<file path="config.mk">
export PLATFORM = sky130hd
export DESIGN_NAME = imem_loader_flat
export DESIGN_NICKNAME = d
export VERILOG_FILES = /design/src/rtl/imem_loader_if.sv /design/src/rtl/imem_loader.sv /design/src/flat_wrapper.sv
export SDC_FILE = /design/constraint.sdc
export NUM_CORES = 1
export LEC_CHECK = 0
export CAP_MARGIN = 20
export CORE_MARGIN = 4
export CORE_UTILIZATION = 63
export CTS_BUF_LIST = sky130_fd_sc_hd__clkbuf_16
export CTS_CLUSTER_DIAMETER = 50
export CTS_CLUSTER_SIZE = 30
export DETAILED_ROUTE_END_ITERATION = 6
export DONT_BUFFER_PORTS = 1
export PLACE_DENSITY = 0.79
export REMOVE_ABC_BUFFERS = 1
export SYNTH_ARGS = -nofsm -noshare
export SYNTH_HDL_FRONTEND = slang
export SYNTH_SLANG_ARGS = --single-unit
</file>
<file path="constraint.sdc">
create_clock -name clk -period 3.4 [get_ports clk]
set_input_delay 0.51 -clock clk [delete_from_list [all_inputs] [get_ports clk]]
set_output_delay 0.51 -clock clk [all_outputs]
set_load 0.01 [all_outputs]
</file>
<file path="src/rtl/imem_loader_if.sv">
// Byte-stream input and instruction-memory write port of the boot loader.
// The slave modport is the loader's view; master is the stream source / memory side.
interface imem_loader_if;
  localparam int unsigned BYTE_W = 8;
  localparam int unsigned WORD_W = 32;

  logic              in_valid;
  logic [BYTE_W-1:0] in_data;
  logic              in_ready;
  logic              WE;
  logic [WORD_W-1:0] A;
  logic [WORD_W-1:0] WD;
  logic              cpu_rst;
  logic              done;
  logic              err;

  modport master (
    output in_valid, in_data,
    input  in_ready, WE, A, WD, cpu_rst, done, err
  );

  modport slave (
    input  in_valid, in_data,
    output in_ready, WE, A, WD, cpu_rst, done, err
  );
endinterface

</file>
<file path="src/rtl/imem_loader.sv">
// Boot loader: takes a length-prefixed little-endian byte image, writes it word by
// word into instruction memory from BASE_ADDR, and holds the CPU in reset until done.
module imem_loader #(
  parameter logic [31:0] BASE_ADDR = 32'h0040_0000,
  parameter int unsigned MAX_WORDS = 1024
) (
  input  logic         clk,
  input  logic         rst,
  imem_loader_if.slave bus
);
  localparam int unsigned WORD_W = 32;
  localparam int unsigned BCNT_W = 2;

  typedef enum logic [1:0] {LEN, LOAD, DONE, ERR} state_t;

  state_t              state_q, state_d;
  logic [BCNT_W-1:0]   bcnt_q, bcnt_d;
  logic [WORD_W-1:0]   len_q, len_d;
  logic [WORD_W-1:0]   word_q, word_d;
  logic [WORD_W-1:0]   idx_q, idx_d;
  logic                we_q, we_d;
  logic [WORD_W-1:0]   a_q, a_d;
  logic [WORD_W-1:0]   wd_q, wd_d;
  logic                cpu_rst_q, cpu_rst_d;
  logic                done_q, done_d;
  logic                err_q, err_d;
  logic                ready;
  logic                accept;

  assign ready  = !rst && (state_q == LEN || state_q == LOAD);
  assign accept = bus.in_valid && ready;

  assign bus.in_ready = ready;
  assign bus.WE       = we_q;
  assign bus.A        = a_q;
  assign bus.WD       = wd_q;
  assign bus.cpu_rst  = cpu_rst_q;
  assign bus.done     = done_q;
  assign bus.err      = err_q;

  // Next-state and output logic; bytes shift in from the top so byte 0 lands in [7:0]
  always_comb begin
    state_d   = state_q;
    bcnt_d    = bcnt_q;
    len_d     = len_q;
    word_d    = word_q;
    idx_d     = idx_q;
    we_d      = 1'b0;
    a_d       = a_q;
    wd_d      = wd_q;
    cpu_rst_d = cpu_rst_q;
    done_d    = done_q;
    err_d     = err_q;

    unique case (state_q)
      LEN: begin
        if (accept) begin
          len_d  = {bus.in_data, len_q[WORD_W-1:8]};
          bcnt_d = bcnt_q + BCNT_W'(1);
          if (bcnt_q == BCNT_W'(3)) begin
            if (len_d == '0)                    state_d = DONE;
            else if (len_d > WORD_W'(MAX_WORDS)) state_d = ERR;
            else                                state_d = LOAD;
          end
        end
      end
      LOAD: begin
        if (accept) begin
          word_d = {bus.in_data, word_q[WORD_W-1:8]};
          bcnt_d = bcnt_q + BCNT_W'(1);
          if (bcnt_q == BCNT_W'(3)) begin
            we_d  = 1'b1;
            wd_d  = word_d;
            a_d   = BASE_ADDR + {idx_q[WORD_W-3:0], 2'b00};
            idx_d = idx_q + WORD_W'(1);
            if (idx_q == len_q - WORD_W'(1)) state_d = DONE;
          end
        end
      end
      // Release lands one edge after the final write is presented, as imem captures it
      DONE: begin
        cpu_rst_d = 1'b0;
        done_d    = 1'b1;
      end
      ERR: begin
        cpu_rst_d = 1'b1;
        err_d     = 1'b1;
      end
    endcase
  end

  always_ff @(posedge clk) begin
    if (rst) begin
      state_q   <= LEN;
      bcnt_q    <= '0;
      len_q     <= '0;
      word_q    <= '0;
      idx_q     <= '0;
      we_q      <= 1'b0;
      a_q       <= BASE_ADDR;
      wd_q      <= '0;
      cpu_rst_q <= 1'b1;
      done_q    <= 1'b0;
      err_q     <= 1'b0;
    end else begin
      state_q   <= state_d;
      bcnt_q    <= bcnt_d;
      len_q     <= len_d;
      word_q    <= word_d;
      idx_q     <= idx_d;
      we_q      <= we_d;
      a_q       <= a_d;
      wd_q      <= wd_d;
      cpu_rst_q <= cpu_rst_d;
      done_q    <= done_d;
      err_q     <= err_d;
    end
  end
endmodule
</file>
<file path="src/flat_wrapper.sv">
// flat-port wrapper written by rule: the top's interface ports become plain ports
module imem_loader_flat 
#(
  parameter logic [31:0] BASE_ADDR = 32'h0040_0000,
  parameter int unsigned MAX_WORDS = 1024
)
  (clk, rst, bus_in_valid, bus_in_data, bus_in_ready, bus_WE, bus_A, bus_WD, bus_cpu_rst, bus_done, bus_err);
  imem_loader_if bus_i ();
  input  logic clk;
  input  logic rst;
  input wire logic [$bits(bus_i.in_valid)-1:0] bus_in_valid;
  input wire logic [$bits(bus_i.in_data)-1:0] bus_in_data;
  output wire logic [$bits(bus_i.in_ready)-1:0] bus_in_ready;
  output wire logic [$bits(bus_i.WE)-1:0] bus_WE;
  output wire logic [$bits(bus_i.A)-1:0] bus_A;
  output wire logic [$bits(bus_i.WD)-1:0] bus_WD;
  output wire logic [$bits(bus_i.cpu_rst)-1:0] bus_cpu_rst;
  output wire logic [$bits(bus_i.done)-1:0] bus_done;
  output wire logic [$bits(bus_i.err)-1:0] bus_err;
  assign bus_i.in_valid = bus_in_valid;
  assign bus_i.in_data = bus_in_data;
  assign bus_in_ready = bus_i.in_ready;
  assign bus_WE = bus_i.WE;
  assign bus_A = bus_i.A;
  assign bus_WD = bus_i.WD;
  assign bus_cpu_rst = bus_i.cpu_rst;
  assign bus_done = bus_i.done;
  assign bus_err = bus_i.err;
  imem_loader #(.BASE_ADDR(BASE_ADDR), .MAX_WORDS(MAX_WORDS)) u_core (.clk(clk), .rst(rst), .bus(bus_i));
endmodule
</file>
==> summary.txt <==
PLACEMENT
-----------------------------------------------------------------------------------------------
GPL Wtd Cong                                                                              0.922
Cell area reported after detailed placement                                         0.00728 mm2
DP HPWL                                                                                12600 um
Port-buffer cells                                                                             0
Cell count after placement                                                                 1015

LOGIC SYNTHESIS
-----------------------------------------------------------------------------------------------
Post-Syn Area                                                                       0.00738 mm2
Simple-gate share of the synthesized area                                                 0.266
Sequential element share of the synthesized area                                          0.429
Top FF cell, synth                                                                      dfxtp_1
Combinational family with the most area after synthesis                            simple AND/OR/NAND/NOR gates
Xor and xnor fraction of the mapped netlist area                                         0.0956
Number of flip-flops and latches in the synthesized netlist                                 158
Mean instance size in the synthesized netlist                                          7.86 um2
Count of yosys warnings during synthesis                                                      0
Share of async-settable or async-resettable flops after synthesis                             0
Post-Synthesis Cells                                                                        939
Fraction of synthesized area in multiplexers                                            0.00288
Library cells used by synthesis                                                              76
Number of enable-type register cells in the synthesized netlist                               0
Synthesized-area fraction occupied by ao, oa, aoi and oai cells                           0.144
Adder and majority gate portion of the synthesized area                                 0.00678

STA
-----------------------------------------------------------------------------------------------
Fin crit period                                                                         2.99 ns
Setup repair after global routing missed its margin                                          no
Max Slew Vio Count                                                                            0
Worst Skew                                                                            0.0122 ns
Maximum clock frequency                                                                 335 MHz
Final Hold Fails                                                                              0
Final sum of negative setup slack                                                          0 ns
Setup-failing EPs final                                                                       0
Max-Slew Margin vs Limit                                                                  0.492
Slew @ Worst Pin                                                                       0.762 ns
Part of the cycle the worst path needs                                                    0.879

FLOORPLAN
-----------------------------------------------------------------------------------------------
CORE AREA                                                                            0.0114 mm2
Die Outline Area                                                                     0.0135 mm2
Die extent in x                                                                          116 um
Starting density of the core                                                              0.646
Standard-cell row count                                                                      39
Number of placed I/O pins                                                                    80
Die height                                                                               116 um

POWER
-----------------------------------------------------------------------------------------------
Share of total power in the clock network                                                 0.481
Comb power frac                                                                           0.032
Internal portion of total power                                                       0.00299 W
PnR Total Power                                                                       0.00386 W
Switching share of power                                                                  0.225
Leak Pwr                                                                                2.73 nW
Maximum VDD drop                                                                     0.000571 V
Power density cells                                                                  491 mW/mm2
Net switching power                                                                  0.000867 W
Register share of total power                                                             0.486

GLOBAL ROUTE
-----------------------------------------------------------------------------------------------
GR Util All Layers                                                                        0.284
Initial antenna violation count                                                               0
Maximum number of pins on one net before global-route repair                                162
First-pass GRT wire length                                                             30000 um
Overflow left after global routing                                                            0
Vias in the first global route                                                             5936

ROUTING
-----------------------------------------------------------------------------------------------
Total wire length                                                                      18700 um
DR iter-0 viols                                                                             537
WL per Instance                                                                         17.9 um
Antenna-violating nets left                                                                   0
DRC violation count after routing                                                             0
Total vias in the final route                                                              6340
Vias per Instance                                                                          6.06
DRT Pass-1 Iters                                                                              5

CLOCKING
-----------------------------------------------------------------------------------------------
Max Buffers Root-to-Sink                                                                      2
CTS Root Buffer Type                                                                  clkbuf_16
CTS Hold Bufs                                                                                 0
TritonCTS clock tree                                                                        yes
Setup bufs post-CTS                                                                           0
Level count of the clock H-tree                                                               4
Number of buffers inserted during clock tree synthesis                                       17
Number of clock sinks seen by CTS                                                           158
Cells resized by post-CTS repair                                                              0
Clock latency on the worst-skew pair                                                    0.43 ns
Clock input transition at the sequential cells of the worst setup and hold paths        0.06 ns

RUN
-----------------------------------------------------------------------------------------------
# Max-Cap Violations                                                                          0

FINAL LAYOUT
-----------------------------------------------------------------------------------------------
Commonest cells after routing, fill and taps aside                                 nand2_1 (241), dfxtp_1 (158), a21oi_1 (128), nor2_1 (53), xnor2_1 (43)
Post-layout nets                                                                            906
Commonest non-fill, non-tap cell in the layout                                          nand2_1
Area Growth Syn to Fin                                                                    6.44%
Number of diodes                                                                              0
Number of standard cells in the layout, taps in and fillers out                            1046
Fraction of layout instances using a drive strength above 1                              0.0698
Post-route design area                                                              0.00786 mm2
Final core utilization                                                                    0.688

CRITICAL PATH
-----------------------------------------------------------------------------------------------
Req. time, crit path                                                                    3.72 ns
Reg-to-reg critical path endpoint                                                  u_core.state_q[0]
Type of the setup path with the least slack                                             reg2reg
Internal reg-to-reg setup slack                                                         0.41 ns
Startpoint Class                                                                       register
Source of the worst register-to-register timing path                               u_core.len_q[16]
Path depth of the worst reg2reg path                                                          7
Maximum fanout encountered on the critical timing path                                       11
Crit end category                                                                      register
Worst EP arrival                                                                        3.31 ns

MIN PATH
-----------------------------------------------------------------------------------------------
Number of cells on the worst hold path                                                        1
Classification of the worst-slack hold path                                              in2reg
Worst min-delay path startpoint                                                             rst
WHS Endpoint                                                                       u_core.bus.WD[4]

STATUS
-----------------------------------------------------------------------------------------------
Result of the run                                                                  finished, final reports clean

==> synth_stat cells (2+ instances only) <==
cell / n / area [um2]
nor2_1: 53 / 199
a211o_1: 2 / 17.5
nor2b_1: 4 / 25.0
o31a_2: 2 / 20.0
o2bb2ai_1: 2 / 17.5
nand4_1: 17 / 106
nor3_1: 16 / 80.1
and4_1: 8 / 70.1
o21ai_1: 3 / 15.0
inv_1: 11 / 41.3
a21boi_0: 2 / 15.0
o21bai_1: 2 / 15.0
nor4_1: 11 / 68.8
buf_4: 3 / 22.5
dfxtp_1: 158 / 3160
a21oi_1: 128 / 641
or2_1: 3 / 18.8
a211oi_1: 9 / 67.6
buf_1: 5 / 18.8
xnor2_1: 43 / 377
or2_2: 3 / 18.8
xor2_1: 35 / 307
o21ai_0: 8 / 40.0
ha_1: 4 / 50.1
or3_2: 2 / 15.0
or3_1: 11 / 68.8
a2111oi_0: 2 / 17.5
o311a_1: 2 / 20.0
nand3_1: 21 / 105
nand2_1: 241 / 905
a31oi_1: 3 / 18.8
o211a_1: 2 / 20.0
o22ai_1: 3 / 18.8
or4_1: 5 / 37.5
and3_1: 5 / 31.3
nor3_2: 4 / 40.0
clkbuf_1: 63 / 236
nor4b_1: 2 / 17.5
buf_6: 4 / 45.0
==> layer usage <==
layer | up-vias | part of all wire | GRT usage
met4 | 0 | 0.014 | 0.0944
met5 | - | 0 | 0
met3 | 25 | 0.055 | 0.0684
met1 | 3047 | 0.44 | 0.368
li1 | 3073 | - | -
met2 | 195 | 0.49 | 0.466
==> worst max path at each step <==
stage | start | to | slack, ns | cells after the start
after CTS | u_core.len_q[16] | u_core.state_q[0] | 0.48 | 7
after floorplan | u_core.bcnt_q[0] | u_core.idx_q[30] | 0.05 | 9
final | u_core.len_q[16] | u_core.state_q[0] | 0.41 | 7
after detailed placement | u_core.len_q[16] | u_core.state_q[0] | 0.48 | 7
after global placement | u_core.len_q[16] | u_core.state_q[0] | 0.53 | 7
after global routing | u_core.len_q[11] | u_core.state_q[0] | 0.30 | 7
==> power groups by stage <==
stage          sequential, W  combinational, W  clock [W]
3_5_place_dp         0.00192          0.000123          0
2_1_floorplan        0.00191         0.0000966          0
5_1_grt              0.00188          0.000137    0.00195
3_3_place_gp         0.00192          0.000123          0
4_1_cts              0.00188          0.000124    0.00187
6_report             0.00188          0.000125    0.00186
==> layout make-up <==
type	count	area, um2
clock buffer	17	425
clock inverter	14	146
fill	931	3560
inverter	12	45.0
multi-input combinational	690	3810
sequential	158	3160
tap	143	179
timing repair buffer	12	90.1
==> flip-flops by register name (all words and copies together), names as in the netlist <==
| register | flops |
|---|---|
| u_core.len_q | 32 |
| u_core.bus.A | 30 |
| u_core.bus.WE | 1 |
| u_core.bus.done | 1 |
| u_core.bcnt_q | 2 |
| u_core.word_q | 24 |
| u_core.bus.cpu_rst | 1 |
| u_core.bus.err | 1 |
| u_core.bus.WD | 32 |
| u_core.state_q | 2 |
| u_core.idx_q | 32 |
==> per-stage QoR <==
stage | worst slack, ns | hold slack [ns]
after floorplan | 0.0498 | 0.426
after global placement | 0.534 | 0.432
after detailed placement | 0.476 | 0.441
after CTS | 0.483 | 0.140
after global routing | 0.300 | 0.131
final | 0.411 | 0.140
==> critical path: stages, from the launching register on <==
cell	delay [ns]
dfxtp_1	0.42
or4_1	0.71
or3_1	0.36
a2111oi_0	0.54
o22ai_1	0.19
nor4_4	0.30
a41oi_1	0.15
o21ba_1	0.20
==> cells by family after synthesis <==
logic type                 count (synthesis)
AOI/OAI and AO/OA                        182
xor gates and xnor gates                  79
and+or+nand+nor                          421
buffers and inverters                     92
adders and majority gates                  4
other                                      1
DFF                                      158
muxes                                      2
Power figures use the tool's default switching activity.
